--- src/rtl/cpu_pkg.sv ---
// Shared CPU definitions: next-PC op encoding, fetch FSM states and reset PC.
package cpu_pkg;

    localparam int unsigned XLEN = 32;

    typedef logic [XLEN-1:0] word_t;

    localparam logic [1:0] NPC_PLUS4  = 2'b00;
    localparam logic [1:0] NPC_BRANCH = 2'b01;
    localparam logic [1:0] NPC_JUMP   = 2'b10;
    localparam logic [1:0] NPC_JR     = 2'b11;

    localparam word_t RESET_PC_DEF = 32'h0000_3000;

    typedef enum logic [1:0] {
        ST_IDLE  = 2'b00,
        ST_FETCH = 2'b01,
        ST_ISSUE = 2'b10,
        ST_HALT  = 2'b11
    } fetch_state_t;

endpackage

--- src/rtl/ifetch_unit_if.sv ---
// Fetch-stage bus: instruction memory handshake plus decode-side issue/retire signals.
interface ifetch_unit_if;
    import cpu_pkg::*;

    logic        imem_req;
    word_t       imem_addr;
    logic        imem_ack;
    word_t       imem_rdata;
    word_t       instr;
    logic        instr_valid;
    logic        instr_ready;
    word_t       pc_out;
    word_t       pc_plus4;
    logic [1:0]  NPCOp;
    word_t       rs_data;
    logic        misalign_err;

    modport master (
        output imem_req, imem_addr, instr, instr_valid, pc_out, pc_plus4, misalign_err,
        input  imem_ack, imem_rdata, instr_ready, NPCOp, rs_data
    );

    modport slave (
        input  imem_req, imem_addr, instr, instr_valid, pc_out, pc_plus4, misalign_err,
        output imem_ack, imem_rdata, instr_ready, NPCOp, rs_data
    );
endinterface

--- src/rtl/ifetch_npc.sv ---
// Combinational next-PC computation for sequential, branch, jump and register-jump flow.
module ifetch_npc
    import cpu_pkg::*;
(
    input  word_t       pc,
    input  logic [25:0] ir26,
    input  logic [1:0]  npc_op,
    input  word_t       rs_data,
    output word_t       npc
);
    word_t pc4;
    word_t br_off;

    assign pc4    = pc + 32'd4;
    assign br_off = {{14{ir26[15]}}, ir26[15:0], 2'b00};

    always_comb begin
        npc = pc4;
        case (npc_op)
            NPC_PLUS4:  npc = pc4;
            NPC_BRANCH: npc = pc4 + br_off;
            NPC_JUMP:   npc = {pc4[31:28], ir26, 2'b00};
            NPC_JR:     npc = rs_data;
            default:    npc = pc4;
        endcase
    end
endmodule

--- src/rtl/ifetch_unit.sv ---
// Instruction fetch stage: PC/IR ownership, imem req/ack fetch, issue to decode, NPC on retire.
// Optional IFETCH_ALIGN_CHK_EN: misaligned NPC sets sticky misalign_err and halts fetch.
module ifetch_unit
    import cpu_pkg::*;
#(
    parameter word_t RESET_PC = RESET_PC_DEF
) (
    input  logic          clk,
    input  logic          rst,
    ifetch_unit_if.master bus
);
    fetch_state_t state, state_nxt;
    word_t        pc_q, pc4_q, ir_q;
    word_t        npc_raw, npc;
    logic         misalign;
    logic         retire;
    logic         req_c, valid_c;

    ifetch_npc u_npc (
        .pc      (pc_q),
        .ir26    (ir_q[25:0]),
        .npc_op  (bus.NPCOp),
        .rs_data (bus.rs_data),
        .npc     (npc)
    );

    assign retire = (state == ST_ISSUE) && bus.instr_ready;

`ifdef IFETCH_ALIGN_CHK_EN
    logic misalign_q;

    assign npc_raw  = npc;
    assign misalign = (npc[1:0] != 2'b00);

    // Sticky until reset; HALT is the only way out of fetch once set.
    always_ff @(posedge clk or posedge rst) begin
        if (rst)
            misalign_q <= 1'b0;
        else if (retire && misalign)
            misalign_q <= 1'b1;
    end

    assign bus.misalign_err = misalign_q;
`else
    assign npc_raw          = npc & 32'hFFFF_FFFC;
    assign misalign         = 1'b0;
    assign bus.misalign_err = 1'b0;
`endif

    always_ff @(posedge clk or posedge rst) begin
        if (rst)
            state <= ST_IDLE;
        else
            state <= state_nxt;
    end

    always_comb begin
        state_nxt = state;
        case (state)
            ST_IDLE:  state_nxt = ST_FETCH;
            ST_FETCH: if (bus.imem_ack) state_nxt = ST_ISSUE;
            ST_ISSUE: if (bus.instr_ready) state_nxt = misalign ? ST_HALT : ST_FETCH;
            ST_HALT:  state_nxt = ST_HALT;
            default:  state_nxt = ST_IDLE;
        endcase
    end

    // Handshake strobes decoded purely from the state register.
    always_comb begin
        req_c   = 1'b0;
        valid_c = 1'b0;
        case (state)
            ST_FETCH: req_c   = 1'b1;
            ST_ISSUE: valid_c = 1'b1;
            default: begin
                req_c   = 1'b0;
                valid_c = 1'b0;
            end
        endcase
    end

    always_ff @(posedge clk or posedge rst) begin
        if (rst) begin
            pc_q  <= RESET_PC;
            pc4_q <= RESET_PC + 32'd4;
            ir_q  <= '0;
        end else begin
            if ((state == ST_FETCH) && bus.imem_ack)
                ir_q <= bus.imem_rdata;
            if (retire) begin
                pc_q  <= npc_raw;
                pc4_q <= npc_raw + 32'd4;
            end
        end
    end

    assign bus.imem_req    = req_c;
    assign bus.instr_valid = valid_c;
    assign bus.imem_addr   = pc_q;
    assign bus.pc_out      = pc_q;
    assign bus.pc_plus4    = pc4_q;
    assign bus.instr       = ir_q;
endmodule

--- src/flat_wrapper.sv ---
// flat-port wrapper written by rule: the top's interface ports become plain ports
module ifetch_unit_flat import cpu_pkg::*;
#(
    parameter word_t RESET_PC = RESET_PC_DEF
)
  (clk, rst, bus_imem_req, bus_imem_addr, bus_instr, bus_instr_valid, bus_pc_out, bus_pc_plus4, bus_misalign_err, bus_imem_ack, bus_imem_rdata, bus_instr_ready, bus_NPCOp, bus_rs_data);
  ifetch_unit_if bus_i ();
  input  logic clk;
  input  logic rst;
  output wire logic [$bits(bus_i.imem_req)-1:0] bus_imem_req;
  output wire logic [$bits(bus_i.imem_addr)-1:0] bus_imem_addr;
  output wire logic [$bits(bus_i.instr)-1:0] bus_instr;
  output wire logic [$bits(bus_i.instr_valid)-1:0] bus_instr_valid;
  output wire logic [$bits(bus_i.pc_out)-1:0] bus_pc_out;
  output wire logic [$bits(bus_i.pc_plus4)-1:0] bus_pc_plus4;
  output wire logic [$bits(bus_i.misalign_err)-1:0] bus_misalign_err;
  input wire logic [$bits(bus_i.imem_ack)-1:0] bus_imem_ack;
  input wire logic [$bits(bus_i.imem_rdata)-1:0] bus_imem_rdata;
  input wire logic [$bits(bus_i.instr_ready)-1:0] bus_instr_ready;
  input wire logic [$bits(bus_i.NPCOp)-1:0] bus_NPCOp;
  input wire logic [$bits(bus_i.rs_data)-1:0] bus_rs_data;
  assign bus_imem_req = bus_i.imem_req;
  assign bus_imem_addr = bus_i.imem_addr;
  assign bus_instr = bus_i.instr;
  assign bus_instr_valid = bus_i.instr_valid;
  assign bus_pc_out = bus_i.pc_out;
  assign bus_pc_plus4 = bus_i.pc_plus4;
  assign bus_misalign_err = bus_i.misalign_err;
  assign bus_i.imem_ack = bus_imem_ack;
  assign bus_i.imem_rdata = bus_imem_rdata;
  assign bus_i.instr_ready = bus_instr_ready;
  assign bus_i.NPCOp = bus_NPCOp;
  assign bus_i.rs_data = bus_rs_data;
  ifetch_unit #(.RESET_PC(RESET_PC)) u_core (.clk(clk), .rst(rst), .bus(bus_i));
endmodule
--- config.mk ---
export PLATFORM = sky130hd
export DESIGN_NAME = ifetch_unit_flat
export DESIGN_NICKNAME = d
export VERILOG_FILES = /design/src/rtl/cpu_pkg.sv /design/src/rtl/ifetch_unit_if.sv /design/src/rtl/ifetch_npc.sv /design/src/rtl/ifetch_unit.sv /design/src/flat_wrapper.sv
export SDC_FILE = /design/constraint.sdc
export NUM_CORES = 1
export LEC_CHECK = 0
export CAP_MARGIN = 30
export CORE_MARGIN = 8
export CORE_UTILIZATION = 46
export DETAILED_ROUTE_END_ITERATION = 8
export PLACE_DENSITY_LB_ADDON = 0.1
export SETUP_SLACK_MARGIN = 0.15
export SLEW_MARGIN = 20
export SYNTH_ARGS = -nofsm -noshare
export SYNTH_HDL_FRONTEND = slang
export SYNTH_SLANG_ARGS = --single-unit
--- constraint.sdc ---
create_clock -name clk -period 4.73 [get_ports clk]
set_input_delay 1.419 -clock clk [delete_from_list [all_inputs] [get_ports clk]]
set_output_delay 1.419 -clock clk [all_outputs]
set_load 0.01 [all_outputs]
; ---- Word-level counts from Yosys, hierarchy flattened
; Index checks and enable logic that the tools add are counted.
[op_classes]
n_addsub = 3
reduce_logical = 5
eq_ne = 8
shift = 0
div = 0
n_bitwise = 0
multipliers = 0
n_lt_le_gt_ge = 0
muxes = 6
[op_table]
columns = operator, count
row1 = $pmux 32 s4, 1
row2 = $add 32x3->32 const B, 2
row3 = $add 32x32->32, 1
row4 = $eq 2x2->1 const B, 4
row5 = $pmux 2 s4, 1
row6 = $eq 2x1->1 const B, 2
row7 = $logic_not 2->1, 2
row8 = $mux 2, 2
row9 = $ne 2x2->1 const B, 2
row10 = $logic_and 1x1->1, 2
row11 = $mux 1, 2
row12 = $reduce_and 2->1, 1
[word_totals]
latch_bits = 0
regBits = 96
word_cells = 26
mem_bits_rw = 0
in_bits = 70
memories = 0
mem_bits_ro = 0

; ---- Longest topological paths before layout
; Gate-level depths: netlist (run 1).
[logic_depth]
depth_word = 4
mapped_depth = 18
mapped_depth_nobuf = 16

; ---- Hierarchy
; Synthesis (run 1) repeated with hierarchy kept, for this count alone.
[unflattened]
hier_cells = 739
hier_area_um2 = 7250.7
[modules_own_cells]
columns = module, seq_area_each_um2, cells_each, n_inst, area_each_um2
row1 = ifetch_unit, 2358.5, 357, 1, 4325.4
row2 = ifetch_npc, 0.0, 382, 1, 2925.3

; ---- Worst setup path after synthesis (run 1)
; No wires, ideal clock.
[synth_path]
path_kind = reg2reg
from = register u_core.pc_q[4] (netlist: u_core.bus.imem_addr[4])
to = register u_core.pc4_q[27] (netlist: u_core.bus.pc_plus4[27])
stages_incl_launch_ff = 18
t_arrival_ns = 4.471
path_buffers = 3
slack_ns = 0.128
required_time_ns = 4.599
synth_period_minus_slack_ns = 4.602
setup_ns = 0.131
cell_sequence = dfrtp_1 buf_2 nand2_2 or2_2 clkbuf_1 or4_1 nand2_1 ha_1 a221o_1 a41oi_1 a21boi_0 o31a_1 and3_1 clkbuf_1 or4_2 nor4_2 xor2_1 o21ai_1
[synth_via]
elab_chain_cells = 4
[synth_lines]
columns = item, line
row1 = from (decl), ifetch_unit.sv:13  ; word_t pc_q, pc4_q, ir_q;
row2 = from (signal assigned), ifetch_unit.sv:91  ; pc_q <= npc_raw;
row3 = $add 32x3->32 (*), ifetch_npc.sv:14  ; assign pc4 = pc + 32'd4;
row4 = $add 32x32->32, ifetch_npc.sv:21  ; NPC_BRANCH: npc = pc4 + br_off;
row5 = $pmux 32 s4 (*), ifetch_npc.sv:19  ; case (npc_op)
row6 = $add 32x3->32 (*), ifetch_unit.sv:92  ; pc4_q <= npc_raw + 32'd4;
row7 = to (signal assigned), ifetch_unit.sv:85  ; pc4_q <= RESET_PC + 32'd4;
row8 = to (signal assigned), ifetch_unit.sv:92
row9 = to (decl), ifetch_unit.sv:13
; Every way passes the cells marked *; elsewhere a longest branch is shown, timed or not.
; A chain may end at the register's enable or synchronous reset.

; ---- Worst setup path in the final report (run 1)
[layout_path]
from = register u_core.pc_q[13] (netlist: u_core.bus.imem_addr[13])
to = register u_core.pc4_q[27] (netlist: u_core.bus.pc_plus4[27])
; The elaborated chain is that of the path after synthesis.

==> flow_summary.toml, run 1 <==
[sta]
finalClockSkew_ps = 8.72
finalMaxSlewViolations = 0
fmax_mhz = 226
tns_ps = 0
worst_pin_slew_ps = 1120
fin_crit_sh = 0.936
slew_headroom = 0.253
rsz0062_at_grt = "yes"
hold_viol_final = 0
fin_crit_ps = 4430
setup_viol = 0

[synthesis]
synth_top_area_frac = 0.285
yosysWarnings = 0
ys_seq_elements = 94
synthTopCellsByArea = "dfrtp_1, nand2_1, ha_1"
synthDistinctLibCells = 92
synth_commonest_cells = "nand2_1, dfrtp_1, o21ai_0"
ys.flop_type = "dfrtp_1"
synth-seq-area-share = 0.302
synth_area_um2 = 7810
synth_edf_count = 0
yosysMostFrequentCell = "nand2_1"
synthArstFlopShare = 1.00
syn_area_per_cell_um2 = 8.50
syn_inst = 919
yosysTopAreaCell = "dfrtp_1"

[floorplanning]
die_area_um2 = 21400
core_um2 = 16600
ioPinCount = 201
num_rows = 47
die_w_um = 146
die_height_um = 146
initial_core_util = 0.471

[clock_network]
cts_tree = "yes"
cts_root_buf = "clkbuf_16"
clock_latency_ps = 360
path_clk_slew_ps = 70
cts_buffers = 9
h-tree-depth = 3
clockBufferDepth = 2
cts_sinks = 94

[global_routing]
grt_use_total = 0.237
grt_antenna_before_repair = 0
grt.overflow.total = 0
grt_pass1_wl_um = 41200
grt_max_degree = 100
grt_pass1_vias = 7591

[final_layout]
drive_gt1_frac = 0.247
nNetsFinal = 1261
area_growth_pct = 43.4
fill_cells = 1429
layout.cells.non_filler = 1380
design_area_um2 = 11200
antenna_cells = 0

[place]
io_buffers = 191
placed_cells_incl_taps = 1352
detailed_place_hpwl_um = 20300
place.gp.congestion = 0.962
placed_cell_area_um2 = 10300

[routing]
viasPerCell = 5.74
drc = 0
routed_wirelength_um = 26600
drt_iter0_markers = 825
vias = 7920
ant_nets = 0
wire_per_inst_um = 19.3
drtPass1Iterations = 8

[critical_path]
crit_arrival_ps = 4640
slowest_delay_ps = 530
crit_slowest_cell = "dfstp_2"
critical_path_required_ps = 4940
path_cells = "nand4_1, or4_4, o31a_1, or2_2, ha_4, a21oi_2, nand3_1, o31ai_2, a31oi_1, xnor2_1, a2111o_1, buf_4, nor4_2, xor2_1, o21ai_1"
worst-setup-path-type = "register to register"
path_max_fanout = 3
endpoint_kind = "register"
cp-start-kind = "register"

[run_status]
status = "complete, no violations"

[worst_hold_path]
hold_path_class = "register to register"

[power_and_ir_drop]
vdd_drop_max_uv = 409
power.density_nw_per_um2 = 750
leakage_nw = 4.69

[job]
cap_violations = 0
## sequential cells by signal, indices dropped and copies added (netlist names)
register	cells
u_core.bus.instr	32
u_core.bus.imem_addr	30
u_core.bus.pc_plus4	30
u_core.state	2
## path summary, 6_finish.rpt
check                      slack [ps]                  endpoint                      from  depth (start not counted)
min in group asynchronous        1470    u_core.bus.pc_plus4[4]                       rst                          2
max                               300   u_core.bus.pc_plus4[27]  u_core.bus.imem_addr[13]                         15
min reg2reg                       480    u_core.bus.pc_plus4[7]    u_core.bus.pc_plus4[7]                          2
min                               480    u_core.bus.pc_plus4[7]    u_core.bus.pc_plus4[7]                          2
max in group asynchronous        2360  u_core.bus.imem_addr[13]                       rst                          4
max reg2reg                       300   u_core.bus.pc_plus4[27]  u_core.bus.imem_addr[13]                         15
## logic make-up after synthesis
family	Yosys count	synth area share
adder cells (fa/ha/maj)	36	0.0586
other	1	0.000480
AO/OA/AOI/OAI	227	0.189
XOR/XNOR	53	0.0594
multiplexers	54	0.0876
flip-flops	94	0.302
buffers and inverters	110	0.0735
AND/OR/NAND/NOR	344	0.229
## stage by stage
| stage | hold WS [ps] | setup WS (ps) | utilization | power, mW |
|---|---|---|---|---|
| CTS | 484 | 117 | 0.643 | 7.79 |
| detailed placement | 468 | -43.4 | 0.623 | 6.97 |
| global route | 502 | 42.9 | 0.675 | 8.99 |
| finish | 476 | 302 | 0.675 | 8.40 |
| global placement | 461 | -1.52 | 0.622 | 6.89 |
| floorplan | 483 | 167 | - | 4.71 |
## layout by cell type, fill, tap and decap left out, types with 13 or more instances in the layout
cell type / instances
o21ai_0: 65
inv_1: 21
clkdlybuf4s50_1: 190
nand3_1: 26
nor2_1: 53
mux2_2: 35
a21oi_1: 35
nand4_1: 17
ha_1: 20
xor2_1: 19
xnor2_1: 26
dfrtp_1: 85
nand2_1: 127
buf_4: 113
nor3_1: 13
## layer usage
layer,part of all wire,GRT usage,vias up
li1,-,-,3775
met1,0.46,0.328,3817
met2,0.45,0.363,305
met3,0.079,0.0593,23
met4,0.012,0.0577,0
met5,0,0,-
## layout make-up
cell class              instances  area (um2)  area share
inverters                      23        88.8     0.00793
multi-input cells             721        5360       0.479
clock inverters                 4        52.6     0.00469
repair buffers                306        2800       0.250
clock buffers                  12         256      0.0229
flip-flops and latches         94        2360       0.211
well taps                     220         275      0.0246
## repair_timing
item                       in CTS  in global routing
hold buffers                    0                  0
buffers inserted                0                 12
pin swaps                       0                 19
resized for setup               3                 96
setup endpoints to repair       7                 18
## power by group
group,internal [mW],leakage (nW),total (mW),switching (mW)
sequential,1.19,1.14,1.63,0.441
clock,0.442,0.153,0.778,0.337
combinational,2.97,3.39,5.98,3.01
total,4.61,4.69,8.40,3.79
## critical path, delay by kind of cell (launching register included)
family | cells | cell delay [ps]
xor gates and xnor gates | 2 | 340
adders and majority gates | 1 | 250
DFF | 1 | 530
buffers and inverters | 1 | 180
AOI/OAI and AO/OA | 6 | 1680
and+or+nand+nor | 5 | 1320
No activity file was read; power rests on OpenSTA's default activity.
==> inputs of run 2 (changes only) <==
--- a/config.mk
+++ b/config.mk
@@ -12,5 +12,4 @@
 export PLACE_DENSITY_LB_ADDON = 0.1
 export SETUP_SLACK_MARGIN = 0.15
-export SLEW_MARGIN = 20
 export SYNTH_ARGS = -nofsm -noshare
 export SYNTH_HDL_FRONTEND = slang
==> constraint.sdc (replaced) <==
create_clock -name clk -period 4.73 [get_ports clk]
set_input_delay 0.946 -clock clk [delete_from_list [all_inputs] [get_ports clk]]
set_output_delay 0.946 -clock clk [all_outputs]
set_load 0.01 [all_outputs]
==> flow_summary.toml, run 2 (same netlist as run 1, synthesis figures left out) <==
[clock_network]
clockBufferDepth = 2
cts_sinks = 94
cts_buffers = 9
ctsHoldBuffers = 0
h-tree-depth = 3
clock_latency_ps = 360
path_clk_slew_ps = 70
cts_root_buf = "clkbuf_16"
cts_tree = "yes"

[critical_path]
path_cells = "nand3_1, buf_4, o31a_2, or2_2, ha_1, nand2_1, or3b_2, mux2i_1, o2bb2ai_2, or3b_4, or4_4, nor4_4, a31o_2, a31oi_1"
cp.depth = 14
r2r_cells = 14
slowest_delay_ps = 590
r2r_setup_slack_ps = 220
crit_arrival_ps = 4700
cp-start-kind = "register"
crit_slowest_cell = "or4_4"
crit_buf_inv = 1
path_max_fanout = 7
critPathTopFamily = "simple AND/OR/NAND/NOR gates"
endpoint_kind = "register"
startpoint = "u_core.bus.imem_addr[3]"
endpoint = "u_core.bus.pc_plus4[31]"
reg2reg_from = "u_core.bus.imem_addr[3]"
worst-setup-path-type = "register to register"
critical_path_required_ps = 4930
r2r-end = "u_core.bus.pc_plus4[31]"

[final_layout]
nNetsFinal = 1248
layout_commonest_cell = "clkdlybuf4s50_1"
largest_reg_flops = 32
design_area_um2 = 10900
fill_cells = 1436
drive_gt1_frac = 0.217
area_growth_pct = 39.6
final_cell_mix = "clkdlybuf4s50_1, nand2_1, buf_4"

[global_routing]
grt_max_degree = 71
grt.overflow.total = 0
grt_pass1_vias = 7314
grt_pass1_wl_um = 40600
grt_use_total = 0.235
grt_antenna_before_repair = 1

[floorplanning]
die_area_um2 = 21400
core_um2 = 16600
num_rows = 47
initial_core_util = 0.471
ioPinCount = 201
die_height_um = 146
die_w_um = 146

[sta]
rsz0062_at_grt = "yes"
hold_viol_final = 0
setup_viol = 0
finalClockSkew_ps = 13.0
fmax_mhz = 222
holdWs_ps = 476
finalMaxSlewViolations = 0
fin_crit_sh = 0.953
tns_ps = 0
worst_pin_slew_ps = 858
fin_crit_ps = 4510
setup_slack_ps = 223
slew_headroom = 0.428

[routing]
vias = 7773
drtPass1Iterations = 7
viasPerCell = 5.68
wire_per_inst_um = 18.9
drt_iter0_markers = 604
routed_wirelength_um = 25800
ant_nets = 0
drc = 0

[place]
placed_cell_area_um2 = 10200
io_buffers = 191
place.gp.congestion = 0.933
dp_slack_ps = 96.1
detailed_place_hpwl_um = 20500

[worst_hold_path]
hold_path_class = "register to register"

[run_status]
status = "complete, no violations"

[job]
cap_violations = 0

[power_and_ir_drop]
vdd_drop_max_uv = 342
power.density_nw_per_um2 = 744
totalPowerFinal_mw = 8.11
leakage_nw = 4.60
run 2: cell types whose count changed in the layout (fill, tap and decap cells not counted), moves of 3 or more:
cell and delta:
a21oi_1 +3, a21oi_2 -4, buf_4 -12, clkinvlp_4 +3
dfrtp_1 +3, dfrtp_2 -3, ha_1 +9, ha_4 -8
o21ai_1 +3, xor2_1 +3, xor2_2 -3
run 2: worst min path at each step:
stage / from / endpoint / slack [ps] / depth (start not counted)
2_1_floorplan: u_core.bus.pc_plus4[13] / u_core.bus.pc_plus4[13] / 480 / 2
3_5_place_dp: u_core.bus.pc_plus4[3] / u_core.bus.pc_plus4[3] / 470 / 2
4_1_cts: u_core.bus.pc_plus4[12] / u_core.bus.pc_plus4[12] / 480 / 2
5_1_grt: u_core.bus.pc_plus4[16] / u_core.bus.pc_plus4[16] / 500 / 2
6_report: u_core.bus.pc_plus4[14] / u_core.bus.pc_plus4[14] / 480 / 2
3_3_place_gp: u_core.bus.pc_plus4[14] / u_core.bus.pc_plus4[14] / 460 / 2
run 2: area by class of cell:
class / count / area (um2) / share of cell area
antenna: 1 / 2.50 / 0.000230
clock buffer: 10 / 239 / 0.0219
clock inverter: 6 / 53.8 / 0.00493
inverter: 23 / 88.8 / 0.00815
multi-input combinational: 721 / 5190 / 0.476
sequential: 94 / 2360 / 0.216
tap: 220 / 275 / 0.0252
timing repair buffer: 293 / 2690 / 0.247
run 2: through the flow:
stage / util / instances
global route: 0.657 / 1368
global placement: 0.616 / 1340
finish: 0.657 / 1368
detailed placement: 0.618 / 1341
floorplan: - / 925
CTS: 0.637 / 1357
run 2: report_power, final:
part | total, mW | internal [mW] | leakage (nW) | switching, mW
combinational | 5.77 | 2.84 | 3.32 | 2.93
clock | 0.739 | 0.381 | 0.135 | 0.358
sequential | 1.60 | 1.19 | 1.14 | 0.409
run 2: layer usage:
| layer | routed length (um) | vias up | GRT usage |
|---|---|---|---|
| met5 | 0 | - | 0 |
| met1 | 12000 | 3701 | 0.335 |
| met4 | 489 | 0 | 0.0752 |
| met3 | 2010 | 25 | 0.0516 |
| li1 | - | 3766 | - |
| met2 | 11300 | 281 | 0.347 |
run 2: worst register-to-register path, cell delays in order, from the launching register on:
cell       delay [ps]
dfrtp_1           420
nand3_1           140
buf_4             170
o31a_2            280
or2_2             310
ha_1              380
nand2_1           120
or3b_2            490
mux2i_1           140
o2bb2ai_2         200
or3b_4            430
or4_4             590
nor4_4            380
a31o_2            210
a31oi_1            70
run 2: repair_timing:
| action | in CTS | in global routing |
|---|---|---|
| endpoints found under the hold margin | 0 | 0 |
| buffers inserted | 0 | 10 |
| endpoints found under the setup margin | 4 | 17 |
| resized for setup | 5 | 65 |
| pin swaps | 0 | 16 |
==> inputs of run 3 (changes only) <==
- ABC_AREA: unset -> 1
- CORE_UTILIZATION: 46 -> 47
- SETUP_SLACK_MARGIN: 0.15 -> 0.02
==> flow_summary.toml, run 3 <==
[global_routing]
grt_pass1_vias = 9149
grt_pass1_wl_um = 49000
grt.overflow.total = 0
grt_max_degree = 74
grt_antenna_before_repair = 0
grt_use_total = 0.262

[sta]
rsz0062_at_grt = "no"
fmax_mhz = 238
finalMaxSlewViolations = 0
worst_pin_slew_ps = 949
setup_viol = 0
fin_crit_ps = 4210
finalClockSkew_ps = 15.8
fin_crit_sh = 0.889
hold_viol_final = 0
slew_headroom = 0.365
setup_slack_ps = 525
tns_ps = 0

[synthesis]
ys_seq_elements = 94
ys.flop_type = "dfrtp_1"
synth_edf_count = 0
synthArstFlopShare = 1.00
synth_commonest_cells = "nand2_1, inv_1, nand3_1"
yosysWarnings = 0
yosysTopAreaCell = "dfrtp_1"
synthTopCellsByArea = "dfrtp_1, nand2_1, inv_1"
synth_area_um2 = 8890
synth_top_area_frac = 0.251
syn_area_per_cell_um2 = 6.21
synthDistinctLibCells = 52
syn_inst = 1431
synth-seq-area-share = 0.265
yosysMostFrequentCell = "nand2_1"

[clock_network]
clockBufferDepth = 2
post_cts_buffers = 0
path_clk_slew_ps = 80
cts_resized = 0
clock_latency_ps = 360
cts_tree = "yes"
ctsHoldBuffers = 0
cts_root_buf = "clkbuf_16"
h-tree-depth = 3
cts_buffers = 9
cts_sinks = 94

[routing]
ant_nets = 0
highest_layer = "met4"
drtPass1Iterations = 6
vias = 9560
viasPerCell = 5.24
wl_met2_um = 14700
drc = 0
routed_wirelength_um = 31400
wl_met3_um = 2460
wire_per_inst_um = 17.2
drt_iter0_markers = 902
drt-met1-wl_um = 13100

[worst_hold_path]
hold_start = "u_core.bus.pc_plus4[29]"
hold_path_class = "register to register"

[power_and_ir_drop]
leakage_nw = 5.59
totalPowerFinal_mw = 7.93
vdd_drop_max_uv = 348
power.density_nw_per_um2 = 716

[critical_path]
critical_path_required_ps = 4970
cp-start-kind = "register"
crit_buf_inv = 2
worst-setup-path-type = "register to register"
reg2reg_from = "u_core.bus.imem_addr[10]"
crit_slowest_cell = "dfrtp_1"
slowest_delay_ps = 540
path_cells = "nand2_1, nor3_1, nand2_1, nor3_1, nand3_1, nand2_1, inv_1, ha_1, nand2_1, nor2_1, nand2_1, nor2_1, nand2_1, nand4_1, nand3_1, a21oi_1, nand2_1, nor2_2, inv_1, nor2_1, nand2_1, nand2_1, nand3_1"
path_max_fanout = 8
startpoint = "u_core.bus.imem_addr[10]"
crit_arrival_ps = 4450
critPathTopFamily = "simple AND/OR/NAND/NOR gates"
endpoint_kind = "register"
critPathMostFrequentCell = "nand2_1"

[floorplanning]
initial_core_util = 0.477
num_rows = 50
die_w_um = 154
die_height_um = 154
die_area_um2 = 23600
ioPinCount = 201
core_um2 = 18600

[place]
dp_slack_ps = 510
place.gp.congestion = 0.965
io_buffers = 191
detailed_place_hpwl_um = 25700

[run_status]
status = "complete, no violations"

[final_layout]
antenna_cells = 0
largest_reg_flops = 32
final_cell_mix = "nand2_1, inv_1, clkdlybuf4s50_1"
nNetsFinal = 1691
drive_gt1_frac = 0.0730
layout_commonest_cell = "nand2_1"
area_growth_pct = 24.5
finalCoreUtilization = 0.594

[job]
cap_violations = 0
## run 3: changes by cell type in the layout (fill, tap and decap cells not counted), moves of 11 or more
cell     before  now
buf_4       101   12
xnor2_1      28    1
nor2_1       54  108
mux2i_1      11    0
xor2_1       22    6
nand2_1     129  510
nand3_1      27  130
inv_1        21  213
## run 3: logic make-up after synthesis
kind of cell,after synthesis,share of synthesized area
other cells,1,0.000422
compound gates,132,0.0824
flops,94,0.265
simple gates,846,0.416
fa+ha+maj,36,0.0515
buf+inv,287,0.141
xor+xnor,9,0.0106
mux,26,0.0329
## run 3: final cells by class
cell class	count	area, um2
Fill cell	1865	7580
Inverter	221	832
Tap cell	234	293
Timing Repair Buffer	203	2000
Multi-Input combinational cell	1056	5300
Clock buffer	10	229
Sequential cell	94	2360
Clock inverter	6	52.6
## run 3: worst min-delay path, cell delays in order (launching register included)
cell     delay [ps]
dfrtp_1         350
nand2_1          50
nand2_1          50
## run 3: layer usage
layer,GRT usage,vias to the layer above
li1,-,4796
met1,0.322,4313
met2,0.443,396
met3,0.0527,55
met4,0.102,0
met5,0,-
## run 3: path summary, 6_finish.rpt
path | end | slack [ps] | cells after the start
setup / recovery | u_core.bus.pc_plus4[31] | 520 | 23
hold / removal | u_core.bus.pc_plus4[29] | 480 | 2
setup reg to reg | u_core.bus.pc_plus4[31] | 520 | 23
hold reg to reg | u_core.bus.pc_plus4[29] | 480 | 2
max in group asynchronous | u_core.bus.imem_addr[26] | 2940 | 3
min in group asynchronous | u_core.bus.instr[7] | 930 | 2
## run 3: power by group
| part | total, mW | switching, mW | internal (mW) |
|---|---|---|---|
| combinational | 5.50 | 3.27 | 2.23 |
| sequential | 1.69 | 0.494 | 1.20 |
| clock | 0.738 | 0.371 | 0.367 |
## run 3: per-stage QoR
stage / hold WS (ps) / std cells / cell area [um2]
2_1_floorplan: 493 / 1437 / 8910
3_3_place_gp: 464 / 1808 / 10800
3_5_place_dp: 467 / 1808 / 10800
4_1_cts: 487 / 1824 / 11100
5_1_grt: 515 / 1824 / 11100
6_report: 484 / 1824 / 11100
